### config.mk
export PLATFORM = sky130hd
export DESIGN_NAME = grf_wb_arbiter
export DESIGN_NICKNAME = d
export VERILOG_FILES = /design/src/rtl/grf_wb_arbiter_pkg.sv /design/src/rtl/grf_wb_arbiter_wb_queue.sv /design/src/rtl/grf_wb_arbiter.sv
export SDC_FILE = /design/constraint.sdc
export NUM_CORES = 1
export LEC_CHECK = 0
export CAP_MARGIN = 20
export CORE_MARGIN = 2
export CORE_UTILIZATION = 40
export DETAILED_ROUTE_END_ITERATION = 8
export PLACE_DENSITY = 0.79
export SLEW_MARGIN = 30
export SYNTH_ARGS = -nofsm -noshare
export SYNTH_HDL_FRONTEND = slang
export SYNTH_SLANG_ARGS = --single-unit
### constraint.sdc
create_clock -name clk -period 8.3 [get_ports clk]
set_input_delay 1.66 -clock clk [delete_from_list [all_inputs] [get_ports clk]]
set_output_delay 1.66 -clock clk [all_outputs]
set_load 0.02 [all_outputs]
### src/rtl/grf_wb_arbiter_pkg.sv
// Shared constants and types for the GRF write-side arbiter. The GRF and the
// hazard unit use the same register-index constants.
package grf_wb_arbiter_pkg;

    localparam int unsigned DATA_W_DEF = 32;
    localparam int unsigned ADDR_W_DEF = 5;
    localparam int unsigned DEPTH_DEF  = 2;
    localparam logic [4:0]  REG_ZERO   = 5'd0;

    // Which source owns the GRF write port this cycle
    typedef enum logic [1:0] {
        WSRC_NONE  = 2'd0,
        WSRC_PIPE  = 2'd1,
        WSRC_QUEUE = 2'd2
    } wsrc_e;

endpackage : grf_wb_arbiter_pkg

### src/rtl/grf_wb_arbiter_wb_queue.sv
// In-order deferred-write queue: circular buffer of {live, a3, wd, pc} with
// squash-by-address and per-entry taps for the pending-read compare.
module grf_wb_arbiter_wb_queue #(
    parameter int unsigned DEPTH  = 2,
    parameter int unsigned DATA_W = 32,
    parameter int unsigned ADDR_W = 5,
    localparam int unsigned PTR_W = $clog2(DEPTH)
) (
    input  logic                          clk,
    input  logic                          reset,
    input  logic                          push,
    input  logic [ADDR_W-1:0]             push_a3,
    input  logic [DATA_W-1:0]             push_wd,
    input  logic [31:0]                   push_pc,
    input  logic                          pop,
    input  logic                          squash_en,
    input  logic [ADDR_W-1:0]             squash_a3,
    output logic [PTR_W:0]                count,
    output logic                          head_live,
    output logic [ADDR_W-1:0]             head_a3,
    output logic [DATA_W-1:0]             head_wd,
    output logic [31:0]                   head_pc,
    output logic [DEPTH-1:0]              live_tap,
    output logic [DEPTH-1:0][ADDR_W-1:0]  a3_tap
);

    logic [DEPTH-1:0]  live_r;
    logic [ADDR_W-1:0] a3_r [DEPTH];
    logic [DATA_W-1:0] wd_r [DEPTH];
    logic [31:0]       pc_r [DEPTH];
    logic [PTR_W-1:0]  head_r;
    logic [PTR_W-1:0]  tail_r;
    logic [PTR_W:0]    count_r;

    logic [DEPTH-1:0]  live_next_s;
    logic [PTR_W:0]    count_next_s;

    // Live bits outside the occupied window stay cleared, so pend can OR over all slots
    always_comb begin
        live_next_s = live_r;
        for (int i = 0; i < DEPTH; i++) begin
            if (push && (tail_r == PTR_W'(i))) begin
                live_next_s[i] = 1'b1;
            end else if ((pop && (head_r == PTR_W'(i))) ||
                         (squash_en && (a3_r[i] == squash_a3))) begin
                live_next_s[i] = 1'b0;
            end else begin
                live_next_s[i] = live_r[i];
            end
        end
    end

    // Occupancy update; simultaneous push and pop leaves it unchanged
    always_comb begin
        count_next_s = count_r;
        case ({push, pop})
            2'b10:   count_next_s = count_r + (PTR_W+1)'(1);
            2'b01:   count_next_s = count_r - (PTR_W+1)'(1);
            default: count_next_s = count_r;
        endcase
    end

    // Queue state register
    always_ff @(posedge clk) begin
        if (reset) begin
            head_r  <= '0;
            tail_r  <= '0;
            count_r <= '0;
            live_r  <= '0;
            for (int i = 0; i < DEPTH; i++) begin
                a3_r[i] <= '0;
                wd_r[i] <= '0;
                pc_r[i] <= 32'd0;
            end
        end else begin
            live_r  <= live_next_s;
            count_r <= count_next_s;
            if (push) begin
                a3_r[tail_r] <= push_a3;
                wd_r[tail_r] <= push_wd;
                pc_r[tail_r] <= push_pc;
                tail_r       <= tail_r + PTR_W'(1);
            end
            if (pop) begin
                head_r <= head_r + PTR_W'(1);
            end
        end
    end

    // Head view and per-entry taps
    always_comb begin
        count     = count_r;
        head_live = live_r[head_r];
        head_a3   = a3_r[head_r];
        head_wd   = wd_r[head_r];
        head_pc   = pc_r[head_r];
        live_tap  = live_r;
        for (int i = 0; i < DEPTH; i++) begin
            a3_tap[i] = a3_r[i];
        end
    end

endmodule : grf_wb_arbiter_wb_queue

### src/rtl/grf_wb_arbiter.sv
// Sole owner of the GRF write port: W-stage writes pass straight through,
// multi-cycle results wait in an in-order queue and drain in free cycles.
module grf_wb_arbiter
    import grf_wb_arbiter_pkg::*;
#(
    parameter int unsigned DEPTH  = DEPTH_DEF,
    parameter int unsigned DATA_W = DATA_W_DEF,
    parameter int unsigned ADDR_W = ADDR_W_DEF
) (
    input  logic              clk,
    input  logic              reset,
    input  logic              pipe_we,
    input  logic [ADDR_W-1:0] pipe_a3,
    input  logic [DATA_W-1:0] pipe_wd,
    input  logic [31:0]       pipe_pc,
    input  logic              aux_valid,
    output logic              aux_ready,
    input  logic [ADDR_W-1:0] aux_a3,
    input  logic [DATA_W-1:0] aux_wd,
    input  logic [31:0]       aux_pc,
    output logic              grf_we,
    output logic [ADDR_W-1:0] grf_a3,
    output logic [DATA_W-1:0] grf_wd,
    output logic [31:0]       grf_pc,
    input  logic [ADDR_W-1:0] q_a1,
    input  logic [ADDR_W-1:0] q_a2,
    output logic              pend1,
    output logic              pend2
);

    localparam int unsigned PTR_W = $clog2(DEPTH);
    localparam logic [ADDR_W-1:0] ZERO_A = ADDR_W'(REG_ZERO);

    logic [PTR_W:0]               q_count_s;
    logic                         q_full_s;
    logic                         q_empty_s;
    logic                         head_live_s;
    logic [ADDR_W-1:0]            head_a3_s;
    logic [DATA_W-1:0]            head_wd_s;
    logic [31:0]                  head_pc_s;
    logic [DEPTH-1:0]             live_tap_s;
    logic [DEPTH-1:0][ADDR_W-1:0] a3_tap_s;

    logic  pipe_eff_s;
    logic  push_s;
    logic  pop_s;
    wsrc_e wsrc_s;

    assign q_full_s   = (q_count_s == (PTR_W+1)'(DEPTH));
    assign q_empty_s  = (q_count_s == (PTR_W+1)'(0));
    assign pipe_eff_s = pipe_we && (pipe_a3 != ZERO_A);
    assign aux_ready  = !reset && !q_full_s;

    // A $0 result or one overwritten by the concurrent W-stage write is accepted but never stored
    assign push_s = aux_valid && aux_ready && (aux_a3 != ZERO_A) &&
                    !(pipe_eff_s && (aux_a3 == pipe_a3));

    // Dead heads leave in any cycle; live heads only when the port is free
    assign pop_s = !q_empty_s && (!head_live_s || !pipe_eff_s);

    grf_wb_arbiter_wb_queue #(
        .DEPTH  (DEPTH),
        .DATA_W (DATA_W),
        .ADDR_W (ADDR_W)
    ) u_wb_queue (
        .clk       (clk),
        .reset     (reset),
        .push      (push_s),
        .push_a3   (aux_a3),
        .push_wd   (aux_wd),
        .push_pc   (aux_pc),
        .pop       (pop_s),
        .squash_en (pipe_eff_s),
        .squash_a3 (pipe_a3),
        .count     (q_count_s),
        .head_live (head_live_s),
        .head_a3   (head_a3_s),
        .head_wd   (head_wd_s),
        .head_pc   (head_pc_s),
        .live_tap  (live_tap_s),
        .a3_tap    (a3_tap_s)
    );

    // Write-port owner: pipe beats queue
    always_comb begin
        wsrc_s = WSRC_NONE;
        if (reset) begin
            wsrc_s = WSRC_NONE;
        end else if (pipe_eff_s) begin
            wsrc_s = WSRC_PIPE;
        end else if (!q_empty_s && head_live_s) begin
            wsrc_s = WSRC_QUEUE;
        end else begin
            wsrc_s = WSRC_NONE;
        end
    end

    // GRF write-port mux
    always_comb begin
        grf_we = 1'b0;
        grf_a3 = '0;
        grf_wd = '0;
        grf_pc = 32'd0;
        case (wsrc_s)
            WSRC_PIPE: begin
                grf_we = 1'b1;
                grf_a3 = pipe_a3;
                grf_wd = pipe_wd;
                grf_pc = pipe_pc;
            end
            WSRC_QUEUE: begin
                grf_we = 1'b1;
                grf_a3 = head_a3_s;
                grf_wd = head_wd_s;
                grf_pc = head_pc_s;
            end
            default: begin
                grf_we = 1'b0;
                grf_a3 = '0;
                grf_wd = '0;
                grf_pc = 32'd0;
            end
        endcase
    end

    // Pending-read flags from registered queue state only
    always_comb begin
        pend1 = 1'b0;
        pend2 = 1'b0;
        for (int i = 0; i < DEPTH; i++) begin
            if (live_tap_s[i] && (a3_tap_s[i] == q_a1)) begin
                pend1 = 1'b1;
            end else begin
                pend1 = pend1;
            end
            if (live_tap_s[i] && (a3_tap_s[i] == q_a2)) begin
                pend2 = 1'b1;
            end else begin
                pend2 = pend2;
            end
        end
        if (reset) begin
            pend1 = 1'b0;
            pend2 = 1'b0;
        end else begin
            pend1 = pend1 && (q_a1 != ZERO_A);
            pend2 = pend2 && (q_a2 != ZERO_A);
        end
    end

endmodule : grf_wb_arbiter

---- Word level (Yosys, flattened, before mapping) ----
Memories as Yosys holds them, arrays and structs flattened. A register that Yosys moved wholly into a read port is not among the register bits.
Index checks and enable logic that the tools add are counted.
W data, S select, Z words.
operators by class
  $add $sub $neg .......................... 4
  $lt $le $gt $ge ......................... 1
  equal/unequal tests ..................... 12
  muxes and demuxes ....................... 40
  bitwise operators ....................... 2
  reductions and logical operators ........ 41
operator list
  operator               count
  $pmux W32 S2           2
  $mux W32               2
  $reduce_or A32 Y1      2
  $eq A5 B5 Y1           7
  $mux W1                30
  $logic_and A1 B1 Y1    20
  $reduce_bool A5 Y1     4
  $pmux W5 S2            1
  $eq A2 B2 Y1 const B   3
  $logic_not A1 Y1       6
  $mux W2                3
  $reduce_bool A2 Y1     3
  $mux W5                1
  $reduce_or A5 Y1       1
  $eq A2 B1 Y1 const B   2
  $pmux W2 S2            1
  $logic_or A1 B1 Y1     3
  $add A1 B1 Y1 const B  2
  $add A2 B1 Y2 const B  1
  $logic_not A2 Y1       1
  $lt A1 B2 Y1 const B   1
  $not A1 Y1             2
  $reduce_or A2 Y1       1
  $sub A2 B1 Y2 const B  1
storage, ports and cells
  flip-flop bits (word level) ............. 6
  bits in writable memories ............... 138
  memories ................................ 3
memory list
  name             depth  bits a word  read ports  clocked after Yosys merged registers in  wr ports  RTL line                       RTL
  u_wb_queue.pc_r  2      32           1           1                                        2         grf_wb_arbiter_wb_queue.sv:30  logic [31:0] pc_r [DEPTH];
  u_wb_queue.wd_r  2      32           1           1                                        2         grf_wb_arbiter_wb_queue.sv:29  logic [DATA_W-1:0] wd_r [DEPTH];
  u_wb_queue.a3_r  2      5            3           1                                        2         grf_wb_arbiter_wb_queue.sv:28  logic [ADDR_W-1:0] a3_r [DEPTH];

---- Depth between registers and ports, before layout ----
Gate-level depths: netlist of the first run.
  depth after elaboration ................. 11
  gate-level depth with buffers ........... 8

---- Cells and area by module ----
A second synthesis of the first run with hierarchy kept.
unflattened totals
  cells, all modules ...................... 636
  area, all modules ....................... 7759.9 µm²
by module, submodules not included
  module                   times used  cells an instance  area an instance (µm²)
  grf_wb_arbiter_wb_queue  1           417                6456.2
  grf_wb_arbiter           1           219                1303.8

---- Least setup slack after synthesis of the first run ----
Ideal clock, no wire load.
  kind .................................... input to output
  start point ............................. in pipe_a3[4]
  end point ............................... out grf_pc[21]
  data arrival time ....................... 3.415 ns
  required time ........................... 6.640 ns
  setup slack ............................. 3.225 ns
  stages on the path ...................... 6
  cells stage by stage .................... or4_4 o21ai_4 nand2_1 clkbuf_1 clkbuf_1 o21ai_0
between the ends
  longest elaborated chain between the ends .. 6
  elaborated cells on any way between the ends .. 7
  classes of those cells .................. 2 x eq/ne; 3 x mux; 2 x reduce/logical
ends and longest elaborated chain
  what                                                 RTL line               RTL
  start: declaration                                   grf_wb_arbiter.sv:13   input logic [ADDR_W-1:0] pipe_a3,
  $reduce_bool A5 Y1 (*)                               grf_wb_arbiter.sv:51   assign pipe_eff_s = pipe_we && (pipe_a3 != ZERO_A);
  $logic_and A1 B1 Y1 (*)                              grf_wb_arbiter.sv:51
  $mux W2 (*)                                          grf_wb_arbiter.sv:89   end else if (pipe_eff_s) begin
  $mux W2 (*)                                          grf_wb_arbiter.sv:87   if (reset) begin
  $eq A2 B2 Y1 / $eq A2 B1 Y1 (equally long branches)  grf_wb_arbiter.sv:104  case (wsrc_s)
  $pmux W32 S2 (*)                                     grf_wb_arbiter.sv:104
  end: declaration                                     grf_wb_arbiter.sv:24   output logic [31:0] grf_pc,
Every way passes the cells marked *; elsewhere a longest branch is shown, timed or not.

---- Worst setup path after layout of the first run ----
  start point ............................. in pipe_a3[1]
  end point ............................... out grf_wd[8]
between the ends
  longest elaborated chain between the ends .. 6
  elaborated cells on any way between the ends .. 7
  classes of those cells .................. 2 x eq/ne; 3 x mux; 2 x reduce/logical
ends and longest elaborated chain
  what                                                 RTL line               RTL
  $reduce_bool A5 Y1 (*)                               grf_wb_arbiter.sv:51
  $logic_and A1 B1 Y1 (*)                              grf_wb_arbiter.sv:51
  $mux W2 (*)                                          grf_wb_arbiter.sv:89
  $mux W2 (*)                                          grf_wb_arbiter.sv:87
  $eq A2 B2 Y1 / $eq A2 B1 Y1 (equally long branches)  grf_wb_arbiter.sv:104
  $pmux W32 S2 (*)                                     grf_wb_arbiter.sv:104
  end: declaration                                     grf_wb_arbiter.sv:23   output logic [DATA_W-1:0] grf_wd,
Marked as above.

==> results of run 1 <==
[cells in the final DEF (no fill, tap or decap), types with 3 or more instances in the layout]
cell type	n
a21oi_1	3
and2_1	138
buf_4	4
clkbuf_16	17
clkdlybuf4s50_1	224
clkinv_2	3
clkinvlp_4	3
dfxtp_1	6
edfxtp_1	138
ha_1	3
inv_1	3
inv_6	3
mux2i_1	70
nand2_1	69
nand3_1	7
nor2_1	7
nor3_1	3
nor4_1	6
o21ai_0	71
xnor2_1	14
xor2_1	24
[worst max-delay path: cells and delay by family]
| family | cells | cell delay, ns |
|---|---|---|
| buffers and inverters | 3 | 1.84 |
| AND/OR/NAND/NOR | 3 | 0.94 |
| AO/OA/AOI/OAI | 2 | 0.20 |
[where the power goes]
group | total, uW | internal (uW) | switching [uW]
clock | 728 | 439 | 289
combinational | 473 | 241 | 232
sequential | 958 | 900 | 58.1
total | 2160 | 1580 | 579
[layout make-up]
type / instances / share of cell area
Multi-Input combinational cell: 435 / 0.279
Tap cell: 229 / 0.0276
Clock inverter: 14 / 0.0135
Timing Repair Buffer: 231 / 0.224
Inverter: 3 / 0.00109
Clock buffer: 17 / 0.0410
Sequential cell: 145 / 0.413
[flip-flops by register name, indices dropped and copies added (netlist names), named ones only]
| register | flops |
|---|---|
| u_wb_queue.live_tap | 2 |
| u_wb_queue.count | 2 |
| u_wb_queue.head_r | 1 |
| u_wb_queue.pc_r | 64 |
| u_wb_queue.tail_r | 1 |
| u_wb_queue.wd_r | 64 |
| u_wb_queue.a3_r | 10 |
[layer usage]
metal,global-route usage,share of wire,vias to the layer above
met4,0.0548,0.012,0
met3,0.0465,0.048,15
met2,0.328,0.51,130
met5,0,0,-
li1,-,-,2612
met1,0.226,0.43,2528
[cell families after synthesis]
kind of cell	after synthesis	share of synthesized area
compound gates	81	0.0603
xor+xnor	38	0.0453
fa+ha+maj	3	0.00511
buf+inv	41	0.0252
flops	145	0.584
mux	70	0.0955
simple gates	243	0.185
[worst min path at each step]
stage                                      start                endpoint  slack, ns  depth (start not counted)
after global placement       u_wb_queue.count[1]     u_wb_queue.count[1]       0.50                          2
after CTS                 u_wb_queue.live_tap[0]  u_wb_queue.live_tap[0]       0.53                          2
after global routing      u_wb_queue.live_tap[0]  u_wb_queue.live_tap[0]       0.56                          2
after floorplan           u_wb_queue.live_tap[0]  u_wb_queue.live_tap[0]       0.47                          2
final                     u_wb_queue.live_tap[0]  u_wb_queue.live_tap[0]       0.53                          2
after detailed placement  u_wb_queue.live_tap[0]  u_wb_queue.live_tap[0]       0.52                          2
[stage by stage]
stage	std cells	setup slack (ns)	instance area (um2)
floorplan	621	3.23	7340
global placement	1040	1.72	9750
detailed placement	1043	1.94	9800
CTS	1074	1.92	10400
global route	1074	1.70	10400
finish	1074	1.95	10400
==> results.json, run 1 <==
{
  "port_buffers": 224,
  "r2r_cells": 6,
  "cts.sink_count": 145,
  "dp_hpwl_um": 11900,
  "rows": 49,
  "cts_tree": "yes",
  "multiInputGateArea_mm2": 0.00290,
  "track_usage": 0.186,
  "crit_path_end": "grf_wd[8]",
  "diodes": 0,
  "synth_ff_type": "edfxtp_1",
  "antenna_found_initial": 1,
  "crit_slowest_cell": "clkdlybuf4s50_1",
  "cp-startpoint": "pipe_a3[1]",
  "required_ns": 6.64,
  "die_x_um": 139,
  "path_cells": "clkdlybuf4s50_1 -> or4_4 -> o21ai_4 -> nor2_4 -> buf_4 -> nand2_1 -> o21ai_0 -> clkdlybuf4s50_1",
  "routed_wirelength_um": 17700,
  "h-tree-depth": 4,
  "skew_ns": 0.00580,
  "rrSetupSlack_ns": 5.80,
  "crit_path_frequent_cell": "clkdlybuf4s50_1",
  "ys_types": 33,
  "route.detailed.drc": 0,
  "p_total_uw": 2160,
  "yosys-top-cells-count": "and2_1 (138), edfxtp_1 (138), o21ai_0 (71), mux2i_1 (70), nand2_1 (70)",
  "relSlewSlack": 0.456,
  "nets": 988,
  "synth.top_cell.area_share": 0.565,
  "synth_edf_count": 138,
  "startpoint_type": "input pin",
  "design.die.area_mm2": 0.0194,
  "avgSynthCellArea_um2": 11.8,
  "area_delta_synth_final_pct": 41.3,
  "fill_cells": 1538,
  "synth_top_area_cell": "edfxtp_1",
  "synth_area_mm2": 0.00734,
  "ys.warnings.count": 0,
  "synthArstFlopShare": 0,
  "postRouteAntennaNets": 0,
  "slew_violations": 0,
  "vias": 5285,
  "clk_latency_ns": 0.41,
  "cpPeakStageDelay_ns": 0.66,
  "gp_congestion": 0.858,
  "drt_first_pass_iters": 4,
  "drtIter0Drc": 246,
  "cts_resized": 0,
  "coreArea_mm2": 0.0180,
  "power.density_mw_per_mm2": 208,
  "period_needed_ns": 6.35,
  "finalCritPeriodShare": 0.765,
  "cp_max_fo": 37,
  "crit_arrival_ns": 4.69,
  "cts_hold_buffers": 0,
  "syn_nets": 776,
  "setup_viol": 0,
  "cts_setup_buffers": 0,
  "reg2reg_to": "u_wb_queue.wd_r[0][4]",
  "cts-root-buf": "clkbuf_16",
  "ir_worst_vdd_v": 0.000145,
  "worstHoldPathType": "register to register",
  "ys_ff_latch": 145,
  "die_y_um": 139,
  "maxCapViolations": 0,
  "finalHoldViolCount": 0,
  "path_class": "input pin to output pin",
  "synthCells": 621,
  "synth.yosys.seq_area_share": 0.584,
  "wl_per_cell_um": 16.5,
  "postLayoutCoreUtil": 0.577,
  "cts_made_buffers": 17,
  "overflow": 0,
  "cts_buffer_depth": 2,
  "drive_gt1_frac": 0.0592,
  "max_freq_ghz": 0.157,
  "yosys-top-cells-area": "edfxtp_1 (56%), and2_1 (12%), mux2i_1 (9.5%), o21ai_0 (4.8%), nand2_1 (3.6%)",
  "p_leak_uw": 0.00372,
  "io_pins": 225,
  "grt_pass1_wl_um": 28300,
  "grt_start_max_net_pins": 71,
  "via_per_inst": 4.92,
  "rsz0062_at_grt": "false",
  "seq_area_mm2": 0.00429,
  "fin_tns_setup_ns": 0,
  "r2r-start": "u_wb_queue.count[0]",
  "grt_pass1_vias": 5418,
  "finalHoldWorstSlack_ns": 0.527,
  "end_kind": "output pin",
  "start_util": 0.409,
  "status": "completed",
  "tightest_slew_ns": 0.815,
  "clk_pin_slew_ns": 0.05
}
(Power assumes the default switching activity.)
==> inputs of run 2 (changes only) <==
--- a/config.mk
+++ b/config.mk
@@ -9,7 +9,7 @@
 export CORE_MARGIN = 2
 export CORE_UTILIZATION = 40
 export DETAILED_ROUTE_END_ITERATION = 8
-export PLACE_DENSITY = 0.79
+export PLACE_DENSITY = 0.82
 export SLEW_MARGIN = 30
 export SYNTH_ARGS = -nofsm -noshare
 export SYNTH_HDL_FRONTEND = slang
==> constraint.sdc (replaced) <==
create_clock -name clk -period 5.8 [get_ports clk]
set_input_delay 1.16 -clock clk [delete_from_list [all_inputs] [get_ports clk]]
set_output_delay 1.16 -clock clk [all_outputs]
set_load 0.02 [all_outputs]
==> run 2 against run 1 <==
Net effect: sequential cell count stayed put; die area unchanged; via count is 1.4% higher; routed wire length rose by 2.3%; critical path type unchanged; combinational power is 45% higher; power up 47%; largest power group unchanged; non-clock buffer count up 4; setup slack got worse by 1.5 ns; first-iteration DRC count rose by 11%; highest routed layer unchanged; core utilization rose by 0.42 points.
==> results.json, run 2 (same netlist as run 1, synthesis figures left out) <==
{
  "cts_resized": 0,
  "cts_tree": "yes",
  "slew_violations": 0,
  "status": "completed",
  "overflow": 0,
  "finalHoldViolCount": 0,
  "fill_cells": 1490,
  "p_total_uw": 3170,
  "area_delta_synth_final_pct": 42.3,
  "antenna_found_initial": 0,
  "drive_gt1_frac": 0.0647,
  "path_cells": "clkdlybuf4s50_1 -> or4_4 -> o21ai_4 -> nand2_2 -> buf_4 -> o21ai_0 -> clkdlybuf4s50_1",
  "use_met1": 0.223,
  "end_kind": "output pin",
  "cts-root-buf": "clkbuf_16",
  "cp_max_fo": 29,
  "met2_usage": 0.331,
  "track_usage": 0.188,
  "ir_worst_vdd_v": 0.000205,
  "postRouteAntennaNets": 0,
  "final_cell_mix": "clkdlybuf4s50_1 (224), and2_1 (138), edfxtp_1 (138)",
  "maxCapViolations": 0,
  "cts.sink_count": 145,
  "relSlewSlack": 0.511,
  "design.die.area_mm2": 0.0194,
  "max_freq_ghz": 0.188,
  "grt_start_max_net_pins": 71,
  "rows": 49,
  "grt_pass1_wl_um": 28500,
  "skew_ns": 0.00551,
  "grt_pass1_vias": 5526,
  "power.density_mw_per_mm2": 304,
  "period_needed_ns": 5.33,
  "required_ns": 4.64,
  "clk_pin_slew_ns": 0.06,
  "clk_latency_ns": 0.41,
  "postLayoutCoreUtil": 0.581,
  "h-tree-depth": 4,
  "crit_slowest_cell": "clkdlybuf4s50_1",
  "cts_buffer_depth": 2,
  "fin_area_mm2": 0.0104,
  "drt_first_pass_iters": 5,
  "vias": 5358,
  "rsz0062_at_grt": "false",
  "biggestRegsByFlops": "u_wb_queue.pc_r x64, u_wb_queue.wd_r x64, u_wb_queue.a3_r x10",
  "gp_congestion": 0.842,
  "fin_tns_setup_ns": 0,
  "cpPeakStageDelay_ns": 0.67,
  "finalCritPeriodShare": 0.919,
  "routed_wirelength_um": 18200,
  "die_y_um": 139,
  "io_pins": 225,
  "nets": 992,
  "placed_area_mm2": 0.00984,
  "p_leak_uw": 0.00375,
  "coreArea_mm2": 0.0180,
  "route.detailed.drc": 0,
  "diodes": 0,
  "drtIter0Drc": 273,
  "startpoint_type": "input pin",
  "rrSetupSlack_ns": 3.29,
  "grt-busiest-layer": "met2",
  "crit_arrival_ns": 4.17,
  "wl_per_cell_um": 16.8,
  "grtUsageMet3": 0.0465,
  "path_class": "input pin to output pin",
  "die_x_um": 139,
  "cts_setup_buffers": 0,
  "setup_viol": 0,
  "port_buffers": 224,
  "worstHoldPathType": "register to register",
  "via_per_inst": 4.97,
  "cts_hold_buffers": 0,
  "cts_made_buffers": 17,
  "start_util": 0.409,
  "crit_path_frequent_cell": "clkdlybuf4s50_1",
  "dp_hpwl_um": 12400,
  "tightest_slew_ns": 0.732,
  "layout_commonest_cell": "clkdlybuf4s50_1"
}
run 2: layout make-up:
| type | count | area, um2 | share of cell area |
|---|---|---|---|
| timing repair buffer | 235 | 2360 | 0.226 |
| inverter | 3 | 11.3 | 0.00108 |
| sequential | 145 | 4290 | 0.411 |
| multi-input combinational | 435 | 2890 | 0.277 |
| clock buffer | 17 | 425 | 0.0407 |
| tap | 229 | 287 | 0.0274 |
| clock inverter | 15 | 181 | 0.0174 |
run 2: path summary, 6_finish.rpt:
path,startpoint,to,cells after the start
worst max-delay path,pipe_a3[4],grf_pc[26],7
worst min register to register,u_wb_queue.count[1],u_wb_queue.count[1],2
worst max register to register,u_wb_queue.count[0],u_wb_queue.wd_r[0][2],6
worst min-delay path,u_wb_queue.count[1],u_wb_queue.count[1],2
run 2: per-layer routing:
layer	wire (um)	share of wire	vias up
met5	0	0	-
met4	447	0.025	0
met3	852	0.047	31
met2	9380	0.52	142
met1	7470	0.41	2560
li1	-	-	2625
run 2: worst max-delay path: cells and delay by family:
kind | cells | cell delay [ns]
buffers and inverters | 3 | 1.55
and+or+nand+nor | 2 | 0.92
AOI/OAI and AO/OA | 2 | 0.53
run 2: report_power, final:
| group | switching [uW] | leakage [uW] | internal (uW) |
|---|---|---|---|
| logic | 337 | 0.00196 | 351 |
| clock network | 433 | 0.000286 | 681 |
| registers | 84.1 | 0.00150 | 1290 |
run 2: through the flow:
stage / hold slack, ns / worst slack (ns) / cells
5_1_grt: 0.575 / 0.354 / 1079
4_1_cts: 0.523 / 0.469 / 1079
2_1_floorplan: 0.466 / 1.37 / 621
6_report: 0.524 / 0.468 / 1079
3_5_place_dp: 0.513 / 0.474 / 1047
3_3_place_gp: 0.506 / 0.613 / 1044
==> inputs of run 3 (changes only) <==
--- a/config.mk
+++ b/config.mk
@@ -8,8 +8,10 @@
 export CAP_MARGIN = 20
 export CORE_MARGIN = 2
 export CORE_UTILIZATION = 40
+export CTS_BUF_LIST = sky130_fd_sc_hd__clkbuf_8
 export DETAILED_ROUTE_END_ITERATION = 8
 export PLACE_DENSITY = 0.82
+export REMOVE_ABC_BUFFERS = 1
 export SLEW_MARGIN = 30
 export SYNTH_ARGS = -nofsm -noshare
 export SYNTH_HDL_FRONTEND = slang
==> run 3 against run 2 <==
Net effect: sequential share of layout area increased by 0.73 points; routed wire length is 5.4% lower; sequential power hardly changed; clock skew up 0.0087 ns; critical endpoint unchanged; sequential cell count is the same; maximum frequency increased by 1.8%; non-clock buffer count is the same; global-route usage is 0.77 points lower; clock power decreased by 24%.
==> results.json, run 3 (same netlist as run 1, synthesis figures left out) <==
{
  "status": "completed",
  "grt_pass1_vias": 5465,
  "cts_resized": 0,
  "die_x_um": 139,
  "area_delta_synth_final_pct": 39.8,
  "coreArea_mm2": 0.0180,
  "cts_hold_buffers": 0,
  "crit_path_frequent_cell": "clkdlybuf4s50_1",
  "hold_depth": 2,
  "cts_setup_buffers": 0,
  "design.die.area_mm2": 0.0194,
  "setup_viol": 0,
  "maxCapViolations": 0,
  "postLayoutCoreUtil": 0.571,
  "clk_latency_ns": 0.45,
  "nets": 992,
  "relSlewSlack": 0.424,
  "track_usage": 0.180,
  "gp_congestion": 0.897,
  "crit_family": "buffers and inverters",
  "p_int_uw": 2100,
  "end_kind": "output pin",
  "vias": 5303,
  "rsz0062_at_grt": "false",
  "cts_made_buffers": 17,
  "ir_worst_vdd_v": 0.000157,
  "tightest_slew_ns": 0.862,
  "skew_ns": 0.0142,
  "postRouteAntennaNets": 0,
  "comb_power_share": 0.236,
  "max_freq_ghz": 0.191,
  "drt_first_pass_iters": 4,
  "pwr-share-seq": 0.472,
  "drive_gt1_frac": 0.0648,
  "p_leak_uw": 0.00368,
  "cpPeakStageDelay_ns": 0.67,
  "cts_tree": "yes",
  "overflow": 0,
  "rows": 49,
  "cp_max_fo": 38,
  "final_cell_mix": "clkdlybuf4s50_1 (224), and2_1 (138), edfxtp_1 (138)",
  "start_util": 0.409,
  "wl_per_cell_um": 15.9,
  "io_pins": 225,
  "worstHoldPathType": "register to register",
  "r2r_cells": 6,
  "p_sw_uw": 798,
  "required_ns": 4.64,
  "power.density_mw_per_mm2": 283,
  "p_sw_frac": 0.275,
  "finalHoldViolCount": 0,
  "crit_slowest_cell": "nor2_4",
  "cp.buffers_inverters": 3,
  "grt_pass1_wl_um": 27600,
  "path_class": "input pin to output pin",
  "die_y_um": 139,
  "port_buffers": 224,
  "drtIter0Drc": 250,
  "fill_cells": 1527,
  "h-tree-depth": 4,
  "routed_wirelength_um": 17200,
  "slew_violations": 0,
  "route.detailed.drc": 0,
  "cts.sink_count": 145,
  "dp_hpwl_um": 11700,
  "via_per_inst": 4.91,
  "crit_arrival_ns": 4.08,
  "cts-root-buf": "clkbuf_8",
  "power.share.clock": 0.292,
  "fin_tns_setup_ns": 0,
  "cp_num_cells": 8,
  "biggestRegsByFlops": "u_wb_queue.pc_r x64, u_wb_queue.wd_r x64, u_wb_queue.a3_r x10",
  "layout_commonest_cell": "clkdlybuf4s50_1",
  "clk_pin_slew_ns": 0.07,
  "period_needed_ns": 5.24,
  "cts_buffer_depth": 2,
  "startpoint_type": "input pin",
  "grt_start_max_net_pins": 71,
  "antenna_found_initial": 1,
  "path_cells": "clkdlybuf4s50_1 -> or4_4 -> o21ai_4 -> nor2_4 -> buf_4 -> nand2_1 -> o21ai_0 -> clkdlybuf4s50_1",
  "finalCritPeriodShare": 0.903
}
-- run 3: cell types whose count changed in the layout (fill, tap and decap cells not counted), moves of 2 or more --
cell and delta:
clkinv_1 -2, clkbuf_8 +17, clkbuf_16 -17, clkinv_2 +4
clkinvlp_4 -3, inv_6 -2
-- run 3: metal layers --
layer / part of all wire / vias up / GRT usage
li1: - / 2626 / -
met2: 0.50 / 155 / 0.316
met4: 0.014 / 0 / 0.0590
met5: 0 / - / 0
met3: 0.061 / 22 / 0.0489
met1: 0.43 / 2500 / 0.216
-- run 3: power groups by stage --
stage	Clock, uW	Combinational [uW]	Sequential [uW]
2_1_floorplan	0	384	1400
3_3_place_gp	0	646	1420
3_5_place_dp	0	690	1400
4_1_cts	866	696	1370
5_1_grt	908	746	1380
6_report	847	684	1370
-- run 3: worst min-delay path: stages, from the launching register on --
cell     delay (ns)
dfxtp_1        0.36
inv_1          0.07
o41ai_1        0.07
-- run 3: layout make-up --
| cell class | instances | area (um2) | area share |
|---|---|---|---|
| Antenna cell | 1 | 2.50 | 0.000244 |
| Clock buffer | 17 | 234 | 0.0228 |
| Clock inverter | 14 | 188 | 0.0183 |
| Inverter | 3 | 11.3 | 0.00110 |
| Multi-Input combinational cell | 435 | 2890 | 0.282 |
| Sequential cell | 145 | 4290 | 0.418 |
| Tap cell | 229 | 287 | 0.0279 |
| Timing Repair Buffer | 235 | 2360 | 0.230 |
-- run 3: path summary, 6_finish.rpt --
| kind | startpoint | end | slack [ns] |
|---|---|---|---|
| worst min register to register | u_wb_queue.live_tap[0] | u_wb_queue.live_tap[0] | 0.54 |
| worst min-delay path | u_wb_queue.live_tap[0] | u_wb_queue.live_tap[0] | 0.54 |
| worst max register to register | u_wb_queue.count[0] | u_wb_queue.a3_r[0][3] | 3.38 |
| worst max-delay path | pipe_a3[1] | grf_pc[26] | 0.56 |
-- run 3: stage by stage --
step | total power [uW] | setup slack, ns | hold WS (ns) | instances | instance area, um2
5_1_grt | 3040 | 0.301 | 0.555 | 1078 | 10300
2_1_floorplan | 1780 | 0.762 | 0.466 | 583 | 7170
4_1_cts | 2930 | 0.531 | 0.539 | 1078 | 10300
6_report | 2900 | 0.561 | 0.538 | 1079 | 10300
3_5_place_dp | 2090 | 0.554 | 0.528 | 1047 | 9840
3_3_place_gp | 2060 | 0.653 | 0.515 | 1045 | 9800
